### config.mk
export PLATFORM = sky130hd
export DESIGN_NAME = cpu_tick_ctrl_flat
export DESIGN_NICKNAME = d
export VERILOG_FILES = /design/src/rtl/cpu_tick_ctrl_if.sv /design/src/rtl/cpu_tick_ctrl.sv /design/src/flat_wrapper.sv
export SDC_FILE = /design/constraint.sdc
export NUM_CORES = 1
export LEC_CHECK = 0
export ABC_AREA = 0
export CORE_MARGIN = 2
export CORE_UTILIZATION = 55
export CTS_BUF_LIST = sky130_fd_sc_hd__clkbuf_4 sky130_fd_sc_hd__clkbuf_8
export DETAILED_ROUTE_END_ITERATION = 8
export PLACE_DENSITY = 0.8
export SETUP_SLACK_MARGIN = 0.4
export SYNTH_ARGS = -nofsm -noshare
export SYNTH_HDL_FRONTEND = slang
export SYNTH_SLANG_ARGS = --single-unit
### constraint.sdc
create_clock -name CLOCK_50 -period 7.9 [get_ports CLOCK_50]
set_clock_uncertainty 0.2 [all_clocks]
set_input_delay 1.185 -clock CLOCK_50 [delete_from_list [all_inputs] [get_ports CLOCK_50]]
set_output_delay 1.185 -clock CLOCK_50 [all_outputs]
set_load 0.02 [all_outputs]
### src/rtl/cpu_tick_ctrl_if.sv
// CPU-facing control and status bundle of the tick controller.
// tick is a one-cycle strobe with no back-pressure; break_hit only counts in cycles where tick=1.
interface cpu_tick_ctrl_if #(
    parameter int CNT_W = 26
);
    logic [1:0]       mode;
    logic [CNT_W-1:0] period;
    logic             break_hit;
    logic             tick;
    logic             heartbeat;
    logic             running;
    logic             brk;
    logic [31:0]      tick_count;
    logic [1:0]       state_dbg;

    modport master (
        output mode, period, break_hit,
        input  tick, heartbeat, running, brk, tick_count, state_dbg
    );

    modport slave (
        input  mode, period, break_hit,
        output tick, heartbeat, running, brk, tick_count, state_dbg
    );
endinterface

### src/rtl/cpu_tick_ctrl.sv
// CPU execution-rate controller: issues a single-cycle clock enable in the CLOCK_50
// domain for halt, free-run, debounced single-step and stop-on-breakpoint operation.
module cpu_tick_ctrl #(
    parameter int DB_CYCLES = 1_000_000,
    parameter int DB_W      = 20,
    parameter int CNT_W     = 26
) (
    input  logic           CLOCK_50,
    input  logic           KEY0,
    input  logic           step_key_n,
    cpu_tick_ctrl_if.slave bus
);
    typedef enum logic [1:0] {
        IDLE  = 2'd0,
        RUN   = 2'd1,
        STEP  = 2'd2,
        BREAK = 2'd3
    } state_t;

    localparam logic [1:0]      MODE_RUN  = 2'b01;
    localparam logic [1:0]      MODE_STEP = 2'b10;
    localparam logic [DB_W-1:0] DB_LAST   = DB_W'(DB_CYCLES - 1);

    state_t           state;
    state_t           state_next;
    logic             key_s1;
    logic             key_s2;
    logic             key_db;
    logic             key_db_q;
    logic [DB_W-1:0]  db_cnt;
    logic             press;
    logic [CNT_W-1:0] rate_cnt;
    logic [CNT_W-1:0] rate_last;
    logic             fire;
    logic             tick_d;
    logic             tick_q;
    logic             heartbeat_q;
    logic             running_q;
    logic             brk_q;
    logic [31:0]      tick_count_q;

    // The debounce counter only runs while the synced level disagrees with the
    // accepted level, so any return to the accepted level restarts the qualification.
    always_ff @(posedge CLOCK_50 or negedge KEY0) begin
        if (!KEY0) begin
            key_s1   <= 1'b1;
            key_s2   <= 1'b1;
            key_db   <= 1'b1;
            key_db_q <= 1'b1;
            db_cnt   <= '0;
        end else begin
            key_s1   <= step_key_n;
            key_s2   <= key_s1;
            key_db_q <= key_db;
            if (key_s2 == key_db) begin
                db_cnt <= '0;
            end else if (db_cnt == DB_LAST) begin
                key_db <= key_s2;
                db_cnt <= '0;
            end else begin
                db_cnt <= db_cnt + DB_W'(1);
            end
        end
    end

    assign press = key_db_q & ~key_db;

    // Live compare against the current period, so shortening it fires immediately.
    assign rate_last = (bus.period > CNT_W'(1)) ? bus.period - CNT_W'(1) : '0;
    assign fire      = (rate_cnt >= rate_last);

    always_comb begin
        state_next = state;
        tick_d     = 1'b0;
        case (state)
            IDLE: begin
                if (bus.mode == MODE_RUN)       state_next = RUN;
                else if (bus.mode == MODE_STEP) state_next = STEP;
            end
            RUN: begin
                if (bus.mode == MODE_STEP)          state_next = STEP;
                else if (bus.mode != MODE_RUN)      state_next = IDLE;
                else if (tick_q && bus.break_hit)   state_next = BREAK;
            end
            STEP: begin
                if (bus.mode == MODE_RUN)       state_next = RUN;
                else if (bus.mode != MODE_STEP) state_next = IDLE;
            end
            BREAK: begin
                if (bus.mode == MODE_STEP)     state_next = STEP;
                else if (bus.mode != MODE_RUN) state_next = IDLE;
            end
            default: state_next = IDLE;
        endcase
        // A tick is only issued if the block is still in the issuing state next cycle.
        if (state == RUN && state_next == RUN)   tick_d = fire;
        if (state == STEP && state_next == STEP) tick_d = press;
    end

    always_ff @(posedge CLOCK_50 or negedge KEY0) begin
        if (!KEY0) begin
            state        <= IDLE;
            rate_cnt     <= '0;
            tick_q       <= 1'b0;
            heartbeat_q  <= 1'b0;
            running_q    <= 1'b0;
            brk_q        <= 1'b0;
            tick_count_q <= '0;
        end else begin
            state     <= state_next;
            rate_cnt  <= (state == RUN && state_next == RUN && !fire) ? rate_cnt + CNT_W'(1) : '0;
            tick_q    <= tick_d;
            running_q <= (state_next == RUN);
            brk_q     <= (state_next == BREAK);
            if (tick_d) begin
                heartbeat_q  <= ~heartbeat_q;
                tick_count_q <= tick_count_q + 32'd1;
            end
        end
    end

    assign bus.tick       = tick_q;
    assign bus.heartbeat  = heartbeat_q;
    assign bus.running    = running_q;
    assign bus.brk        = brk_q;
    assign bus.tick_count = tick_count_q;
    assign bus.state_dbg  = state;
endmodule
### src/flat_wrapper.sv
// flat-port wrapper written by rule: the top's interface ports become plain ports
module cpu_tick_ctrl_flat 
#(
    parameter int DB_CYCLES = 1_000_000,
    parameter int DB_W      = 20,
    parameter int CNT_W     = 26
)
  (CLOCK_50, KEY0, step_key_n, bus_mode, bus_period, bus_break_hit, bus_tick, bus_heartbeat, bus_running, bus_brk, bus_tick_count, bus_state_dbg);
  cpu_tick_ctrl_if #(.CNT_W(CNT_W)) bus_i ();
  input  logic CLOCK_50;
  input  logic KEY0;
  input  logic step_key_n;
  input wire logic [$bits(bus_i.mode)-1:0] bus_mode;
  input wire logic [$bits(bus_i.period)-1:0] bus_period;
  input wire logic [$bits(bus_i.break_hit)-1:0] bus_break_hit;
  output wire logic [$bits(bus_i.tick)-1:0] bus_tick;
  output wire logic [$bits(bus_i.heartbeat)-1:0] bus_heartbeat;
  output wire logic [$bits(bus_i.running)-1:0] bus_running;
  output wire logic [$bits(bus_i.brk)-1:0] bus_brk;
  output wire logic [$bits(bus_i.tick_count)-1:0] bus_tick_count;
  output wire logic [$bits(bus_i.state_dbg)-1:0] bus_state_dbg;
  assign bus_i.mode = bus_mode;
  assign bus_i.period = bus_period;
  assign bus_i.break_hit = bus_break_hit;
  assign bus_tick = bus_i.tick;
  assign bus_heartbeat = bus_i.heartbeat;
  assign bus_running = bus_i.running;
  assign bus_brk = bus_i.brk;
  assign bus_tick_count = bus_i.tick_count;
  assign bus_state_dbg = bus_i.state_dbg;
  cpu_tick_ctrl #(.DB_CYCLES(DB_CYCLES), .DB_W(DB_W), .CNT_W(CNT_W)) u_core (.CLOCK_50(CLOCK_50), .KEY0(KEY0), .step_key_n(step_key_n), .bus(bus_i));
endmodule
## Word-level counts from Yosys, hierarchy flattened

Cells that the tools add are included.

- Add/subtract/negate cells: 4
- Multipliers: 0
- Div/mod/pow operators: 0
- Order comparisons: 2
- Equality and inequality tests: 12
- Shift-type cells: 0
- Muxes and demuxes: 16
- Bitwise gates (word level): 4
- Reduce and logical (&&, ||, !) cells: 7

Operators by type and width:

| operator | number |
|---|---|
| two-way mux 26 bit | 2 |
| two-way mux 20 bit | 2 |
| adder 32 x 1 -> 32 bit, second input constant | 1 |
| adder 26 x 1 -> 26 bit, second input constant | 1 |
| >= comparator 26 bit | 1 |
| > comparator 26 x 1 -> 1 bit, second input constant | 1 |
| subtractor 26 x 1 -> 26 bit, second input constant | 1 |
| adder 20 x 1 -> 20 bit, second input constant | 1 |
| == test 20 bit, second input constant | 1 |
| two-way mux 2 bit | 9 |
| == test 2 bit, second input constant | 5 |
| one-hot mux 2 bit (4 select lines) | 1 |
| == test 2 x 1 -> 1 bit, second input constant | 3 |
| logical AND 1 bit | 4 |
| NOT 1 bit | 3 |
| zero test 2 bit | 1 |
| two-way mux 1 bit | 2 |
| inequality test 2 x 1 -> 1 bit, second input constant | 1 |
| inequality test 2 bit, second input constant | 1 |
| AND reduction 2 bit | 1 |
| bitwise AND 1 bit | 1 |
| == test 1 bit | 1 |
| zero test 1 bit | 1 |

- Bits in registers: 88
- Latch bits: 0
- RAM bits: 0
- Memory bits (read-only): 0
- Output and inout bits: 38
- Word-level logic and storage cells: 57
- Memories kept: 0

## Logic depth before layout (Yosys ltp)

Gate-level depths: netlist of the first run.

- Word-level depth: 9
- Depth in mapped cells: 17

## Least setup slack after synthesis of the first run

Ideal clock, no wire load.

- Path kind: input to register
- From: input bus_period[21]
- To: register u_core.tick_count_q[9], in the netlist u_core.bus.tick_count[9]
- Arrival: 4304 ps
- Path slack: 3261 ps
- Stages: 15
- Cells stage by stage: or4_1 -> nor4_1 -> nand4_1 -> clkbuf_1 -> nand2_1 -> ha_1 -> a21oi_1 -> o21a_1 -> o221ai_1 -> a211o_1 -> a221oi_2 -> buf_6 -> buf_4 -> nor3_1 -> xor2_1

- Longest elaborated chain between the ends: 5

RTL lines:

| what | RTL line | RTL |
|---|---|---|
| start, declared | flat_wrapper.sv:14 | `input wire logic [$bits(bus_i.period)-1:0] bus_period;` |
| subtractor 26 x 1 -> 26 bit / > comparator 26 x 1 -> 1 bit (equally long branches) | cpu_tick_ctrl.sv:69 | `assign rate_last = (bus.period > CNT_W'(1)) ? bus.period - CNT_W'(1) : '0;` |
| two-way mux 26 bit * | cpu_tick_ctrl.sv:69 |  |
| >= comparator 26 bit * | cpu_tick_ctrl.sv:70 | `assign fire = (rate_cnt >= rate_last);` |
| two-way mux 1 bit * | cpu_tick_ctrl.sv:96 | `if (state == RUN && state_next == RUN) tick_d = fire;` |
| two-way mux 1 bit * | cpu_tick_ctrl.sv:97 | `if (state == STEP && state_next == STEP) tick_d = press;` |
| end signal, assigned | cpu_tick_ctrl.sv:117 | `tick_count_q <= tick_count_q + 32'd1;` |
| end, declared | cpu_tick_ctrl.sv:40 | `logic [31:0] tick_count_q;` |

Mark *: on every way between the ends. The rest lies on a longest branch, timed or not.
A chain may end at the register's enable or synchronous reset.

## Final worst setup path of the first run

- From: input bus_period[5]
- To: register u_core.tick_count_q[19], in the netlist u_core.bus.tick_count[19]

Same word-level chain as after synthesis.

==> results of run 1 <==
## cell type report
| cell class | count | area (um^2) | area share |
|---|---|---|---|
| multi-input combinational | 435 | 2940 | 0.468 |
| clock inverter | 4 | 77.6 | 0.0124 |
| clock buffer | 12 | 153 | 0.0243 |
| sequential | 88 | 2210 | 0.352 |
| timing repair buffer | 71 | 703 | 0.112 |
| inverter | 10 | 37.5 | 0.00598 |
| tap | 129 | 161 | 0.0257 |
## worst max path at each step
stage	slack, ns	start	end	cells past startpoint
after floorplan	3.26	bus_period[21]	u_core.bus.tick_count[9]	15
after detailed placement	1.75	bus_period[5]	u_core.bus.tick_count[19]	17
after global placement	1.92	bus_period[5]	u_core.bus.tick_count[20]	17
final	2.11	bus_period[5]	u_core.bus.tick_count[19]	17
after CTS	2.13	bus_period[5]	u_core.bus.tick_count[20]	17
after global routing	1.81	bus_period[5]	u_core.bus.tick_count[20]	17
## registers in the layout, summed over array words and instances, names as in the netlist
name and cells:
u_core.bus.tick 1, u_core.bus.running 1, u_core.rate_cnt 26, u_core.key_db_q 1
u_core.bus.heartbeat 1, u_core.db_cnt 20, u_core.key_s1 1, u_core.bus.state_dbg 2
u_core.key_s2 1, u_core.key_db 1, u_core.bus.brk 1, u_core.bus.tick_count 32
## worst max-delay path: stages
cell and delay, ns:
clkdlybuf4s50_1 0.48, nor4_2 0.42, nand3_1 0.19, nor3b_1 0.50
nand2_1 0.17, nor3_1 0.22, xor2_1 0.17, nand2_1 0.08
ha_1 0.29, a21o_1 0.16, nand3_1 0.07, a21oi_1 0.06
a211o_1 0.31, a221oi_4 0.96, buf_4 0.29, nor4_2 0.06
xor2_1 0.17
## stage by stage
step / worst slack, ns / power [mW] / cells / utilization
floorplan: 3.26 / 0.493 / 546 / -
global placement: 1.92 / 0.530 / 733 / 0.654
detailed placement: 1.75 / 0.532 / 733 / 0.654
CTS: 2.13 / 0.883 / 749 / 0.679
global route: 1.81 / 0.912 / 749 / 0.679
finish: 2.11 / 0.876 / 749 / 0.679
## synthesized netlist by cell type, drive strengths merged, types with 5 or more instances
library cell	count	share of area
and4	5	0.0088
nor3	18	0.018
nand3	33	0.032
nor2b	5	0.0064
nor4	20	0.035
ha	31	0.074
clkbuf	9	0.0064
xor2	67	0.11
dfrtp	84	0.40
nor4b	6	0.012
xnor2	32	0.053
and3	12	0.014
inv	10	0.0072
nor2	75	0.055
nand2	66	0.048
a21oi	12	0.011
nand2b	6	0.0072
nand4	12	0.017
## per-layer routing
layer	vias up	wire, um	GRT usage
met1	1971	4970	0.302
li1	2017	-	-
met2	61	5590	0.393
met5	-	0	0
met4	0	86	0.0686
met3	8	321	0.0435
## kinds of logic after synthesis
kind of cell | count (synthesis)
multiplexers | 2
flip-flops | 88
XOR/XNOR | 99
AND/OR/NAND/NOR | 276
adder cells (fa/ha/maj) | 31
AO/OA/AOI/OAI | 27
buffers and inverters | 23
## where the power goes
| part | total, mW | switching [mW] | internal, mW | leakage, nW |
|---|---|---|---|---|
| combinational | 0.0658 | 0.0359 | 0.0299 | 1.53 |
| sequential | 0.457 | 0.00302 | 0.454 | 1.21 |
| clock | 0.354 | 0.158 | 0.196 | 0.118 |
==> run metrics, run 1 <==
complex-gate fraction of the synthesized area 0.0339; post-synthesis register bit count 88; die area 10300 um^2; Worst Hold Path EP u_core.key_s2; crit start category primary input; Power Density 140 nW/um^2; sequential fraction of the synthesis area 0.421; dpl hpwl 8.16 mm; Die Ht roughly 100 um; Hold Path Origin u_core.key_s1; IO buf count 69; Slew Limit Headroom 0.212; Clock Pin Slew Worst Setup and Hold Paths 0.09 ns; Peak supply drop 0.000107 V; initial antenna violation count 0; Final period util 0.733; Fmax around 170 MHz; RR Endpoint u_core.bus.tick_count[19]; final net count roughly 680; Post-Synth Simple-Gate Area 0.281; row cnt 35; Synth Area in Adders 0.0740; Cell Area, Placed 6050 um^2; TritonCTS buffer count 9; vias in the first global route ~4200; fin area about 6300 um^2; Hold Slack 0.149 ns; Fin Setup TNS 0 ns; Post-CTS Resized 0; drt pass-1 iters 5; reg-to-reg startpoint u_core.rate_cnt[13]; ys flop type dfrtp_1; Syn-to-layout area delta 19.8%; Worst Tran Pin Value 1.18 ns; total core area ~9200 um^2; asr flop ratio synth 1.00; mux cell area share after synthesis 0.00430; Post-Synth XOR/XNOR Area 0.166; Leak 2.85 nW; CP Class in -> reg; Synth warnings 0; final setup fails 0; H-tree depth 3; synthesized instance count 546; commonest non-fill, non-tap cells in the layout dfrtp_1, nor2_1, clkdlybuf4s50_1; Reg2Reg Depth 9; reg-to-reg slack, setup ~4.6 ns; Yosys cell types 52; n_diodes 0; root buf cell clkbuf_8; Iteration-0 DRC Markers roughly 130; first-pass GRT wire length around 19 mm; final WL 11.0 mm; buffer levels on the longest clock path 2; EDFF count, synth 0; gpl congestion 0.838; All-Layer GR Usage 0.231; Max FO, Critical Path 26; hold crit path type reg -> reg; Horiz. Die Dim slightly above 100 um; global route total overflow 0; Antenna Nets Post-Route 0; Worst Hold Depth 0; max-cap violations 0; worst path required time 7.92 ns; clk sink count 88; unrepaired setup endpoints after global routing false; CP Capture Type flop; Slew Viols, Final 0; worst skew pair latency between 0.3 and 0.4 ns; Via Count 4057; Worst EP arrival 5.81 ns; largest family of logic cells by synthesized area simple AND/OR/NAND/NOR gates; postcts setup bufs 0; Starting Density 0.567; fillers 734; commonest non-fill, non-tap cell in the layout dfrtp_1; Syn Area/Cell 9.59 um^2; wire per inst 14.6 um; Remaining DRCs 0; synthesized area 5240 um^2; crit path time final slightly below 6 ns; CTS tree yes; synthesized net count 609; Ports 70; via/cell ratio 5.42; Fin. Hold Viols 0; largest net degree at the start of global routing between 80 and 90; layout cells sized above 1 0.0742; hold buffers post-CTS 0; status finished, final reports clean
No activity file was read; power rests on OpenSTA's default activity.
==> inputs of run 2 (changes only) <==
==> constraint.sdc (replaced) <==
create_clock -name CLOCK_50 -period 5.57 [get_ports CLOCK_50]
set_clock_uncertainty 0.2 [all_clocks]
set_input_delay 0.8355 -clock CLOCK_50 [delete_from_list [all_inputs] [get_ports CLOCK_50]]
set_output_delay 0.8355 -clock CLOCK_50 [all_outputs]
set_load 0.02 [all_outputs]
==> run 2 against run 1 <==
  * Setup slack worse by 1.2 ns
  * Routed wire length is 1.8% lower
  * Via count is 1.8% higher
  * Highest routed layer unchanged
  * Critical path type unchanged
  * Global-route usage is 0.86 points lower
  * Core utilization is 0.27 points higher
  * Critical path depth is 1 lower
  * Clock-buffer cell count is 3 lower
  * Non-clock buffer count is 2 higher
  * Hold slack better by 0.0043 ns
  * Critical endpoint is now u_core.bus.tick_count[13]
  * Cell count is 0.27% higher
  * First-iteration DRC count is 21% higher
==> run metrics, run 2 (synthesis results as in run 1) <==
Slew Limit Headroom 0.507 (was 0.212); Via Count 4130 (was 4057); crit path time final approximately 4.7 ns; Fin Setup TNS 0 ns (unchanged); Hold Slack 0.153 ns (was 0.149 ns); Worst EP arrival 4.78 ns (was 5.81 ns); vias in the first global route 4174 (was 4203); highest cell delay on the worst timing path 0.47 ns (was 0.96 ns); wire per inst 14.3 um (was 14.6 um); largest net degree at the start of global routing 56 (was 89); fin area 6300 um^2 (was 6280 um^2); critical-path cell list clkdlybuf4s50_1 -> nor4_2 -> nand3_1 -> nor3b_2 -> and2_1 -> nand2_1 -> xnor2_1 -> nand2_1 -> ha_1 -> nand4_1 -> nor4_2 -> o311a_1 -> a221oi_4 -> buf_12 -> nor4_1 -> xor2_1 (was clkdlybuf4s50_1 -> nor4_2 -> nand3_1 -> nor3b_1 -> nand2_1 -> nor3_1 -> xor2_1 -> nand2_1 -> ha_1 -> a21o_1 -> nand3_1 -> a21oi_1 -> a211o_1 -> a221oi_4 -> buf_4 -> nor4_2 -> xor2_1); H-tree depth 3 (unchanged); Final period util 0.842; Leak 2.86 nW (was 2.85 nW); status finished, final reports clean (unchanged); worst path required time 5.66 ns (was 7.92 ns); Peak supply drop 0.000157 V (was 0.000107 V); die area 10300 um^2 (unchanged); Power Density 196 nW/um^2 (was 140 nW/um^2); hold crit path type reg -> reg (unchanged); Multi-input gate area 2940 um^2 (about the same); buffer levels on the longest clock path 2 (unchanged); fillers 723 (was 734); Cell Area, Placed 6070 um^2 (was 6050 um^2); global route total overflow 0 (unchanged); slowest cell on the critical path clkdlybuf4s50_1 (was a221oi_4); clk sink count 88 (unchanged); Starting Density 0.567 (unchanged); hold buffers post-CTS 0 (unchanged); worst skew pair latency 0.36 ns (about the same); Max FO, Critical Path 29 (was 26); drt pass-1 iters 4 (was 5); Final WS setup 0.878 ns (was 2.11 ns); met3 WL 347 um (was 321 um); Placed Cells 735 (was 733); TritonCTS buffer count 9 (unchanged); reg-to-reg slack, setup 2.85 ns (was 4.55 ns); Die Ht 102 um (unchanged); Worst Tran Pin Value 0.737 ns (was 1.18 ns); n_diodes 0 (unchanged); dpl hpwl 8.03 mm (was 8.16 mm); All-Layer GR Usage 0.223 (was 0.231); Remaining DRCs 0 (unchanged); number of flip-flops in the largest register 32 (unchanged); Horiz. Die Dim 102 um (unchanged); final core occ 0.682 (was 0.679); postcts setup bufs 0 (unchanged); commonest non-fill, non-tap cell in the layout dfrtp_1 (unchanged); crit start category primary input (unchanged); Slew Viols, Final 0 (unchanged); Ports 70 (unchanged); final setup fails 0 (unchanged); commonest non-fill, non-tap cells in the layout dfrtp_1, nor2_1, clkdlybuf4s50_1 (unchanged); Fmax roughly 210 MHz; Fin. Hold Viols 0 (unchanged); Syn-to-layout area delta 20.3% (was 19.8%); max-cap violations 0 (unchanged); root buf cell clkbuf_8 (unchanged); non-filler cells, final 751 (was 749); CP Class in -> reg (unchanged); CTS tree yes (unchanged); first-pass GRT wire length 18.6 mm (was 19.3 mm); row cnt 35 (unchanged); routed length on met1 4.92 mm (was 4.97 mm); initial antenna violation count 0 (unchanged); final net count 680 (was 678); total core area 9240 um^2 (unchanged); CP Capture Type flop (unchanged); setup slack at placement 0.412 ns (was 1.75 ns); via/cell ratio 5.50 (was 5.42); unrepaired setup endpoints after global routing false (unchanged); gpl congestion 0.875 (was 0.838); top sig layer met4 (unchanged); final WL 10.8 mm (was 11.0 mm); layout cells sized above 1 0.0788 (was 0.0742); total power 1.24 mW (was 876 uW); Post-CTS Resized 0 (unchanged); Met2 Wirelength 5.27 mm (was 5.59 mm); Antenna Nets Post-Route 0 (unchanged); Iteration-0 DRC Markers 155 (was 128); Clock Pin Slew Worst Setup and Hold Paths 0.10 ns (was 0.09 ns); IO buf count 69 (unchanged); Sequential Area 2210 um^2 (unchanged)
run 2: final timing paths:
kind                                startpoint  depth (start not counted)                         to
setup / recovery                 bus_period[5]                         16  u_core.bus.tick_count[13]
hold / removal                   u_core.key_s1                          0              u_core.key_s2
setup reg to reg           u_core.rate_cnt[23]                          8  u_core.bus.tick_count[13]
hold reg to reg                  u_core.key_s1                          0              u_core.key_s2
max in group asynchronous                 KEY0                          2        u_core.rate_cnt[10]
min in group asynchronous                 KEY0                          1        u_core.rate_cnt[25]
run 2: report_power, final:
group / switching [mW] / leakage, nW / internal, mW / total, mW
clock network: 0.239 / 0.111 / 0.257 / 0.495
logic: 0.0510 / 1.54 / 0.0432 / 0.0943
registers: 0.00417 / 1.21 / 0.644 / 0.648
total: 0.294 / 2.86 / 0.943 / 1.24
run 2: layout make-up:
type,instances,area share
multi-input combinational,435,0.467
sequential,88,0.350
timing repair buffer,73,0.116
tap,129,0.0256
clock buffer,9,0.0197
clock inverter,7,0.0157
inverter,10,0.00596
run 2: worst max-delay path, delay by kind of cell:
kind / cells / cell delay (ns)
simple gates: 9 / 2.29
buf+inv: 2 / 0.66
xor+xnor: 2 / 0.35
fa+ha+maj: 1 / 0.33
compound gates: 2 / 0.32
run 2: layer usage:
metal | up-vias | track usage
li1 | 2034 | -
met1 | 2004 | 0.292
met2 | 69 | 0.374
met3 | 23 | 0.0428
met4 | 0 | 0.0707
met5 | - | 0
